`config.mk`:
```
export PLATFORM = sky130hd
export DESIGN_NAME = lc4_divider_iter
export DESIGN_NICKNAME = d
export VERILOG_FILES = /design/src/rtl/lc4_divider_iter_pkg.sv /design/src/rtl/lc4_divider_iter_cla16.sv /design/src/rtl/lc4_divider_iter.sv
export SDC_FILE = /design/constraint.sdc
export NUM_CORES = 1
export LEC_CHECK = 0
export BUFFER_PORTS_ARGS = -buffer_cell sky130_fd_sc_hd__clkbuf_2
export CORE_UTILIZATION = 50
export DETAILED_ROUTE_END_ITERATION = 16
export GPL_TIMING_DRIVEN = 0
export HOLD_SLACK_MARGIN = 0.06
export PLACE_DENSITY_LB_ADDON = 0.12
export RECOVER_POWER = 25
export SKIP_LAST_GASP = 1
export SYNTH_ARGS = -nofsm -noshare
export SYNTH_HDL_FRONTEND = slang
export SYNTH_HIERARCHICAL = 1
export SYNTH_SLANG_ARGS = --single-unit
```
`constraint.sdc`:
```
create_clock -name clk -period 5.8 [get_ports clk]
set_clock_uncertainty 0.1 [all_clocks]
set_input_delay 0.58 -clock clk [delete_from_list [all_inputs] [get_ports clk]]
set_output_delay 0.58 -clock clk [all_outputs]
set_load 0.05 [all_outputs]
```
`src/rtl/lc4_divider_iter_pkg.sv`:
```
// Shared constants and state encoding for the 16-bit iterative restoring divider.
package lc4_divider_iter_pkg;

  localparam int unsigned DIV_WIDTH = 16;

  typedef enum logic [1:0] {
    IDLE = 2'd0,
    RUN  = 2'd1,
    DONE = 2'd2
  } div_state_e;

endpackage

```
`src/rtl/lc4_divider_iter_cla16.sv`:
```
// 16-bit carry-lookahead adder: four 4-bit lookahead groups joined by a second-level lookahead.
module cla16 (
  input  logic [15:0] a_i,
  input  logic [15:0] b_i,
  input  logic        cin_i,
  output logic [15:0] sum_o
);

  logic [15:0] gen;
  logic [15:0] prop;
  logic [15:0] carry;
  logic [3:0]  groupGen;
  logic [3:0]  groupProp;
  logic [3:0]  groupCarry;

  assign gen  = a_i & b_i;
  assign prop = a_i ^ b_i;

  genvar k;
  generate
    for (k = 0; k < 4; k++) begin : g_group
      assign groupGen[k]  = gen[4*k+3]
                          | (prop[4*k+3] & gen[4*k+2])
                          | (prop[4*k+3] & prop[4*k+2] & gen[4*k+1])
                          | (prop[4*k+3] & prop[4*k+2] & prop[4*k+1] & gen[4*k]);
      assign groupProp[k] = &prop[4*k +: 4];

      assign carry[4*k]   = groupCarry[k];
      assign carry[4*k+1] = gen[4*k] | (prop[4*k] & groupCarry[k]);
      assign carry[4*k+2] = gen[4*k+1]
                          | (prop[4*k+1] & gen[4*k])
                          | (prop[4*k+1] & prop[4*k] & groupCarry[k]);
      assign carry[4*k+3] = gen[4*k+2]
                          | (prop[4*k+2] & gen[4*k+1])
                          | (prop[4*k+2] & prop[4*k+1] & gen[4*k])
                          | (prop[4*k+2] & prop[4*k+1] & prop[4*k] & groupCarry[k]);
    end
  endgenerate

  // Second level: group carries computed directly from cin, not rippled.
  assign groupCarry[0] = cin_i;
  assign groupCarry[1] = groupGen[0] | (groupProp[0] & cin_i);
  assign groupCarry[2] = groupGen[1]
                       | (groupProp[1] & groupGen[0])
                       | (groupProp[1] & groupProp[0] & cin_i);
  assign groupCarry[3] = groupGen[2]
                       | (groupProp[2] & groupGen[1])
                       | (groupProp[2] & groupProp[1] & groupGen[0])
                       | (groupProp[2] & groupProp[1] & groupProp[0] & cin_i);

  assign sum_o = prop ^ carry;

endmodule

```
`src/rtl/lc4_divider_iter.sv`:
```
// Iterative 16-bit unsigned restoring divider: one quotient bit per RUN cycle, valid/ready on both sides.
module lc4_divider_iter
  import lc4_divider_iter_pkg::*;
(
  input  logic                 clk,
  input  logic                 rst,
  input  logic                 i_valid,
  output logic                 o_ready,
  input  logic [DIV_WIDTH-1:0] i_dividend,
  input  logic [DIV_WIDTH-1:0] i_divisor,
  output logic                 o_valid,
  input  logic                 i_ready,
  output logic [DIV_WIDTH-1:0] o_quotient,
  output logic [DIV_WIDTH-1:0] o_remainder
);

  div_state_e           state_q, state_d;
  logic [DIV_WIDTH-1:0] dividend_q, dividend_d;
  logic [DIV_WIDTH-1:0] divisor_q, divisor_d;
  logic [DIV_WIDTH-1:0] rem_q, rem_d;
  logic [DIV_WIDTH-1:0] quot_q, quot_d;
  logic [3:0]           count_q, count_d;
  logic [DIV_WIDTH-1:0] resultQuot_q, resultQuot_d;
  logic [DIV_WIDTH-1:0] resultRem_q, resultRem_d;

  logic [DIV_WIDTH-1:0] shifted;
  logic [DIV_WIDTH-1:0] notDivisor;
  logic [DIV_WIDTH-1:0] diff;
  logic                 shiftOut;
  logic                 carryIn15;
  logic                 carryOut;
  logic                 stepOk;
  logic [DIV_WIDTH-1:0] remNext;
  logic [DIV_WIDTH-1:0] quotNext;

  assign shifted    = {rem_q[DIV_WIDTH-2:0], dividend_q[DIV_WIDTH-1]};
  assign shiftOut   = rem_q[DIV_WIDTH-1];
  assign notDivisor = ~divisor_q;

  cla16 u_cla (
    .a_i   (shifted),
    .b_i   (notDivisor),
    .cin_i (1'b1),
    .sum_o (diff)
  );

  // The adder exposes no carry-out, so rebuild it from the top bit's inputs and sum.
  assign carryIn15 = diff[15] ^ shifted[15] ^ notDivisor[15];
  assign carryOut  = (shifted[15] & notDivisor[15])
                   | (shifted[15] & carryIn15)
                   | (notDivisor[15] & carryIn15);
  assign stepOk    = shiftOut | carryOut;
  assign remNext   = stepOk ? diff : shifted;
  assign quotNext  = {quot_q[DIV_WIDTH-2:0], stepOk};

  always_ff @(posedge clk) begin
    if (rst) begin
      state_q      <= IDLE;
      dividend_q   <= '0;
      divisor_q    <= '0;
      rem_q        <= '0;
      quot_q       <= '0;
      count_q      <= '0;
      resultQuot_q <= '0;
      resultRem_q  <= '0;
    end else begin
      state_q      <= state_d;
      dividend_q   <= dividend_d;
      divisor_q    <= divisor_d;
      rem_q        <= rem_d;
      quot_q       <= quot_d;
      count_q      <= count_d;
      resultQuot_q <= resultQuot_d;
      resultRem_q  <= resultRem_d;
    end
  end

  always_comb begin
    state_d      = state_q;
    dividend_d   = dividend_q;
    divisor_d    = divisor_q;
    rem_d        = rem_q;
    quot_d       = quot_q;
    count_d      = count_q;
    resultQuot_d = resultQuot_q;
    resultRem_d  = resultRem_q;
    o_ready      = 1'b0;
    o_valid      = 1'b0;

    case (state_q)
      IDLE: begin
        o_ready = 1'b1;
        if (i_valid) begin
          dividend_d = i_dividend;
          divisor_d  = i_divisor;
          rem_d      = '0;
          quot_d     = '0;
          count_d    = 4'd15;
          if (i_divisor == '0) begin
            state_d      = DONE;
            resultQuot_d = '0;
            resultRem_d  = '0;
          end else begin
            state_d = RUN;
          end
        end
      end

      RUN: begin
        dividend_d = {dividend_q[DIV_WIDTH-2:0], 1'b0};
        rem_d      = remNext;
        quot_d     = quotNext;
        if (count_q == 4'd0) begin
          state_d      = DONE;
          resultQuot_d = quotNext;
          resultRem_d  = remNext;
        end else begin
          count_d = count_q - 4'd1;
        end
      end

      DONE: begin
        o_valid = 1'b1;
        if (i_ready) begin
          state_d = IDLE;
        end
      end

      default: begin
        state_d = IDLE;
      end
    endcase
  end

  // Separate result registers keep the outputs frozen while the working registers iterate.
  assign o_quotient  = resultQuot_q;
  assign o_remainder = resultRem_q;

endmodule
```
==> metrics.txt, run 1 <==
Hold Worst Slack=0.348 ns; area leader, netlist=dfxtp_1; Worst Path Required=6.01 ns; Worst Setup EP=o_remainder[13]; Global Route met3 Usage=0.0285; # IOs=70; final-layout fill cell count=963; Area growth, synth to finish=14.5%; Clock transition at path regs=0.10 ns; Worst Setup SP=divisor_q[0]; Syn. warnings=6; routed vias/inst=5.67; syn_area_per_cell=8.13 um^2; M1 GR Usage=0.337; fraction of registers with async set or reset after synthesis=0; internal power=0.00176 W; width of the die=103 um; gr busiest metal=met2; switch share=0.457; Mapped Area=0.00506 mm^2; Max FO, Critical Path=10; top cell type's share of synthesized area=0.399; cts hold-fix bufs=0; CTS buffer count=9; Slew @ Worst Pin=0.708 ns; Clock power frac=0.174; # Max-Cap Violations=0; Root Buffer=clkbuf_8; WL final=12900 um; GRT Overall Usage=0.260; PortBufs=69; peak supply drop=0.325 mV; DRC errors left=0; TritonCTS clock tree=yes; Final setup viols=0; Final Slew Violations=0; Hold Fails Final Rpt=0; Worst setup EP type=register; reg2reg path depth=13; Critical Path AT=4.03 ns; TritonRoute pass-1 iters=5; starting density of the core=0.518; commonest non-fill, non-tap cell in the layout=dfxtp_1; final setup TNS=0 ns; pwr dens=558 mW/mm^2; # H-tree levels=3; Post-synth EDFFs=0; Clock Path Buffers=2; sequential share of power=0.274; DR iter-0 viols=204; RSZ-0062 raised after global routing=false; Worst R2R End=o_remainder[13]; clk_lat worst skew=0.37 ns; Critical R2R Launch=divisor_q[0]; Routed Antenna Nets=0; number of global-route vias before repair=4489; Worst slew margin=0.527; synthesized flop and latch total=101; Synth Instances=623; largest net degree at the start of global routing=16; Chip Height=103 um; worst min path class=in -> reg; critical path class=reg -> reg; GRT met2 Usage=0.433; full die area=0.0105 mm^2; Final HPWL DP=9620 um; Startpoint Class=register; outcome=complete, no violations; FF-to-FF setup slack=1.99 ns; most frequent cells in the layout=dfxtp_1 (101), nor2_1 (74), clkbuf_1 (70); Primary FF master, synth=dfxtp_1; RD Place Congestion=0.910; Congestion Overflow GR=0; post-layout util=0.593; f_max=0.262 GHz; Netlist cell types=53; P_leak=2.17 nW; final period utilization=0.658; Min-Delay Startpoint=i_dividend[0]; Clock Sinks=101; WL per Instance=15.3 um; final net count=761; post-CTS sizing=0; antenna violations before repair=0; Comb pwr share=0.552; Post-CTS Setup Repair Bufs=0; share of layout cells above drive strength 1=0.101; sequential area share after synthesis=0.399; synth top area cells=dfxtp_1 (40%), nor2_1 (5.5%), o21ai_0 (5.4%); Psw=0.00148 W; std cell rows=36; fin crit period=3.81 ns; Core ar.=0.00977 mm^2; first-pass GRT wire length=21100 um; ant diodes=0; total vias in the final route=4776
[cell usage after synthesis (2+ instances only)]
cell type / count
ha_1: 16
a22oi_1: 14
o21ai_0: 55
a2111oi_0: 20
nand3_1: 3
nand2b_1: 4
nand4_1: 15
nor4_4: 3
buf_2: 8
a21o_1: 4
o31a_1: 15
nor3_1: 16
nor2_1: 74
a2111oi_1: 10
dfxtp_1: 101
o21bai_1: 3
o211ai_1: 16
clkbuf_1: 36
a211oi_1: 3
buf_4: 4
xor2_1: 5
nand2_1: 41
nor2b_1: 3
fa_1: 4
xnor2_1: 7
o21ai_1: 14
inv_1: 56
a21oi_1: 47
or4_1: 2
[routing by layer]
metal / vias to the layer above / part of all wire
li1: 2372 / -
met4: 0 / 0.024
met3: 24 / 0.055
met5: - / 0
met1: 2219 / 0.45
met2: 161 / 0.47
[state kept, by name, indices dropped and copies added (netlist names)]
signal and cells:
count_q 4, o_remainder 16, state_q 2, o_quotient 16, rem_q 16, quot_q 15, divisor_q 16, dividend_q 16
[metrics by stage]
stage | std cells | instance area (um^2) | worst slack [ns] | total power, W
finish | 843 | 5800 | 1.99 | 0.00323
global route | 843 | 5800 | 1.69 | 0.00349
floorplan | 625 | 5070 | 2.71 | 0.00223
detailed placement | 827 | 5580 | 2.15 | 0.00265
CTS | 843 | 5840 | 2.03 | 0.00323
global placement | 827 | 5580 | 2.18 | 0.00262
[power groups by stage]
| stage | Sequential, W | Combinational (W) | Clock (W) |
|---|---|---|---|
| 2_1_floorplan | 0.000907 | 0.00132 | 0 |
| 3_3_place_gp | 0.000898 | 0.00173 | 0 |
| 3_5_place_dp | 0.000902 | 0.00175 | 0 |
| 4_1_cts | 0.000887 | 0.00177 | 0.000574 |
| 5_1_grt | 0.000902 | 0.00199 | 0.000602 |
| 6_report | 0.000886 | 0.00178 | 0.000563 |
[critical path: stages (launching register included)]
cell and delay (ns):
dfxtp_1 0.34, inv_1 0.05, ha_1 0.30, a211oi_2 0.26, o21ai_1 0.16, and3_1 0.19
a211o_1 0.29, o31ai_2 0.22, xnor2_1 0.28, nand2_1 0.27, clkbuf_1 0.29, a2111oi_0 0.63
o21ai_0 0.22, o21ai_1 0.15
[logic make-up (layout without fill, tap and decap cells)]
group,count (synthesis),count (layout),share of synthesized area
compound gates,212,212,0.276
xor+xnor,12,12,0.0208
fa+ha+maj,20,20,0.0553
buf+inv,105,190,0.0828
flops,101,101,0.399
mux,1,1,0.00198
other cells,1,3,0.000741
simple gates,171,171,0.163
[cell type report]
class / instances / area, um^2 / share of cell area
tap: 133 / 166 / 0.0287
sequential: 101 / 2020 / 0.349
buffer: 49 / 205 / 0.0354
clock buffer: 13 / 169 / 0.0291
inverter: 56 / 210 / 0.0363
multi-input combinational: 419 / 2630 / 0.454
timing repair buffer: 69 / 305 / 0.0527
clock inverter: 3 / 90.1 / 0.0155
[how the worst min path moves through the flow]
stage                          to  cells past startpoint
floorplan            divisor_q[0]                      2
global placement     divisor_q[0]                      2
detailed placement   divisor_q[0]                      2
CTS                 dividend_q[0]                      3
global route        dividend_q[0]                      3
finish              dividend_q[0]                      3
No activity file was read; power rests on OpenSTA's default activity.
==> run 2, diff against run 1 <==
==> constraint.sdc (replaced) <==
create_clock -name clk -period 3.8 [get_ports clk]
set_clock_uncertainty 0.1 [all_clocks]
set_input_delay 0.38 -clock clk [delete_from_list [all_inputs] [get_ports clk]]
set_output_delay 0.38 -clock clk [all_outputs]
set_load 0.05 [all_outputs]
==> metrics.txt, run 2 (synthesized netlist as in run 1, its figures left out) <==
RSZ-0062 raised after global routing=true; antenna violations before repair=0 (unchanged); full die area=0.0105 mm^2 (unchanged); outcome=complete, no violations; # IOs=70 (unchanged); Startpoint Class=register; Clock Path Buffers=2 (unchanged); width of the die=103 um (unchanged); CTS buffer count=9 (unchanged); Chip Height=103 um (unchanged); Congestion Overflow GR=0 (unchanged); Final Slew Violations=0 (unchanged); TritonRoute pass-1 iters=4 (-1); Critical Path AT=3.78 ns (-0.25 ns); cts hold-fix bufs=0 (unchanged); pwr dens=895 mW/mm^2 (+60%); f_max=0.280 GHz (+6.6%); # Max-Cap Violations=0 (unchanged); first-pass GRT wire length=21100 um (unchanged); DRC errors left=0 (unchanged); WL final=13000 um (+1.1%); final net count=761 (unchanged); final period utilization=0.941 (+0.284); Hold Fails Final Rpt=0 (unchanged); Worst setup EP type=register; TritonCTS clock tree=yes; Area growth, synth to finish=17.0%; most frequent cells in the layout=dfxtp_1 (101), nor2_1 (74), clkbuf_1 (67); Slew @ Worst Pin=0.796 ns (+0.0879 ns); routed vias/inst=5.65 (-0.34%); # H-tree levels=3 (unchanged); commonest non-fill, non-tap cell in the layout=dfxtp_1; reg2reg path depth=13 (unchanged); Worst slew margin=0.470 (-0.0576); ant diodes=0 (unchanged); Routed Antenna Nets=0 (unchanged); GRT Overall Usage=0.260 (unchanged); Core ar.=0.00977 mm^2 (unchanged); Worst Path Required=4.00 ns (-2.01 ns); WL per Instance=15.4 um (+1.1%); peak supply drop=0.655 mV (+100%); std cell rows=36 (unchanged); Final setup viols=0 (unchanged); number of global-route vias before repair=4489 (unchanged); clk_lat worst skew=0.37 ns (about the same); critical path class=reg -> reg; Final HPWL DP=9620 um (unchanged); worst min path class=in -> reg; Clock Sinks=101 (unchanged); RD Place Congestion=0.910 (unchanged); total vias in the final route=4760 (-0.34%); Root Buffer=clkbuf_8; fin crit period=3.58 ns (-0.237 ns); post-layout util=0.606 (+0.0132); final worst setup slack=0.224 ns (-1.76 ns); Clock transition at path regs=0.09 ns (about the same); largest net degree at the start of global routing=16 (unchanged); Max FO, Critical Path=10 (unchanged); DR iter-0 viols=204 (unchanged); Worst Hold Depth=3 (unchanged); Post-Place Worst Slack=0.149 ns (-2.00 ns); PortBufs=69 (unchanged); starting density of the core=0.518 (unchanged); share of layout cells above drive strength 1=0.137 (+0.0352); P_leak=2.19 nW (+1.1%)
==> run 2: cell types whose count changed in the layout (fill, tap and decap cells not counted), moves of 3 or more <==
cell	delta
a2111oi_2	+20
a2111oi_1	-7
a2111oi_0	-13
clkbuf_1	-3
==> run 2: critical path, stage by stage, from the launching register on <==
cell,delay [ns]
dfxtp_1,0.34
inv_1,0.05
ha_1,0.30
a211oi_2,0.25
o21ai_1,0.16
and3_1,0.19
a211o_1,0.29
o31ai_2,0.22
xnor2_1,0.31
nand2_2,0.20
clkbuf_2,0.32
a2111oi_2,0.41
o21ai_0,0.19
o21ai_1,0.17
==> run 2: layout make-up <==
type	instances	area [um^2]
clock inverters	3	90.1
multi-input cells	419	2750
fillers	942	3850
well taps	133	166
clock buffers	13	169
plain buffers	49	211
repair buffers	69	305
inverters	56	210
flip-flops and latches	101	2020
==> run 2: path summary, 6_finish.rpt <==
path | start | to | slack (ns)
worst max-delay path | divisor_q[0] | o_remainder[12] | 0.22
worst min-delay path | i_divisor[10] | divisor_q[10] | 0.15
worst max register to register | divisor_q[0] | o_remainder[12] | 0.22
worst min register to register | divisor_q[0] | divisor_q[0] | 0.36
==> run 2: power breakdown <==
| group | total (W) | internal (W) | leakage, nW | switching [W] |
|---|---|---|---|---|
| clock | 0.000861 | 0.000492 | 0.130 | 0.000369 |
| combinational | 0.00309 | 0.00103 | 1.24 | 0.00206 |
| sequential | 0.00135 | 0.00123 | 0.822 | 0.000117 |
| total | 0.00530 | 0.00276 | 2.19 | 0.00254 |
==> run 2: routing by layer <==
layer | wire length (um) | share of wire | global-route usage
met5 | 0 | 0 | 0
met4 | 347 | 0.027 | 0.120
met3 | 755 | 0.058 | 0.0285
met2 | 6070 | 0.47 | 0.433
met1 | 5840 | 0.45 | 0.337
==> run 2: repair_timing <==
| item | 4_1_cts | 5_1_grt |
|---|---|---|
| gates resized for setup | 0 | 40 |
| setup buffers | 0 | 0 |
| setup endpoints to repair | 0 | 20 |
==> run 2: through the flow <==
step | std cells | hold slack (ns) | cell area (um^2) | total power [W] | setup TNS, ns
floorplan | 625 | 0.336 | 5070 | 0.00340 | 0
global route | 843 | 0.154 | 5930 | 0.00571 | -0.251
finish | 843 | 0.147 | 5930 | 0.00530 | 0
global placement | 827 | 0.346 | 5580 | 0.00401 | 0
detailed placement | 827 | 0.348 | 5580 | 0.00405 | 0
CTS | 843 | 0.135 | 5840 | 0.00493 | 0
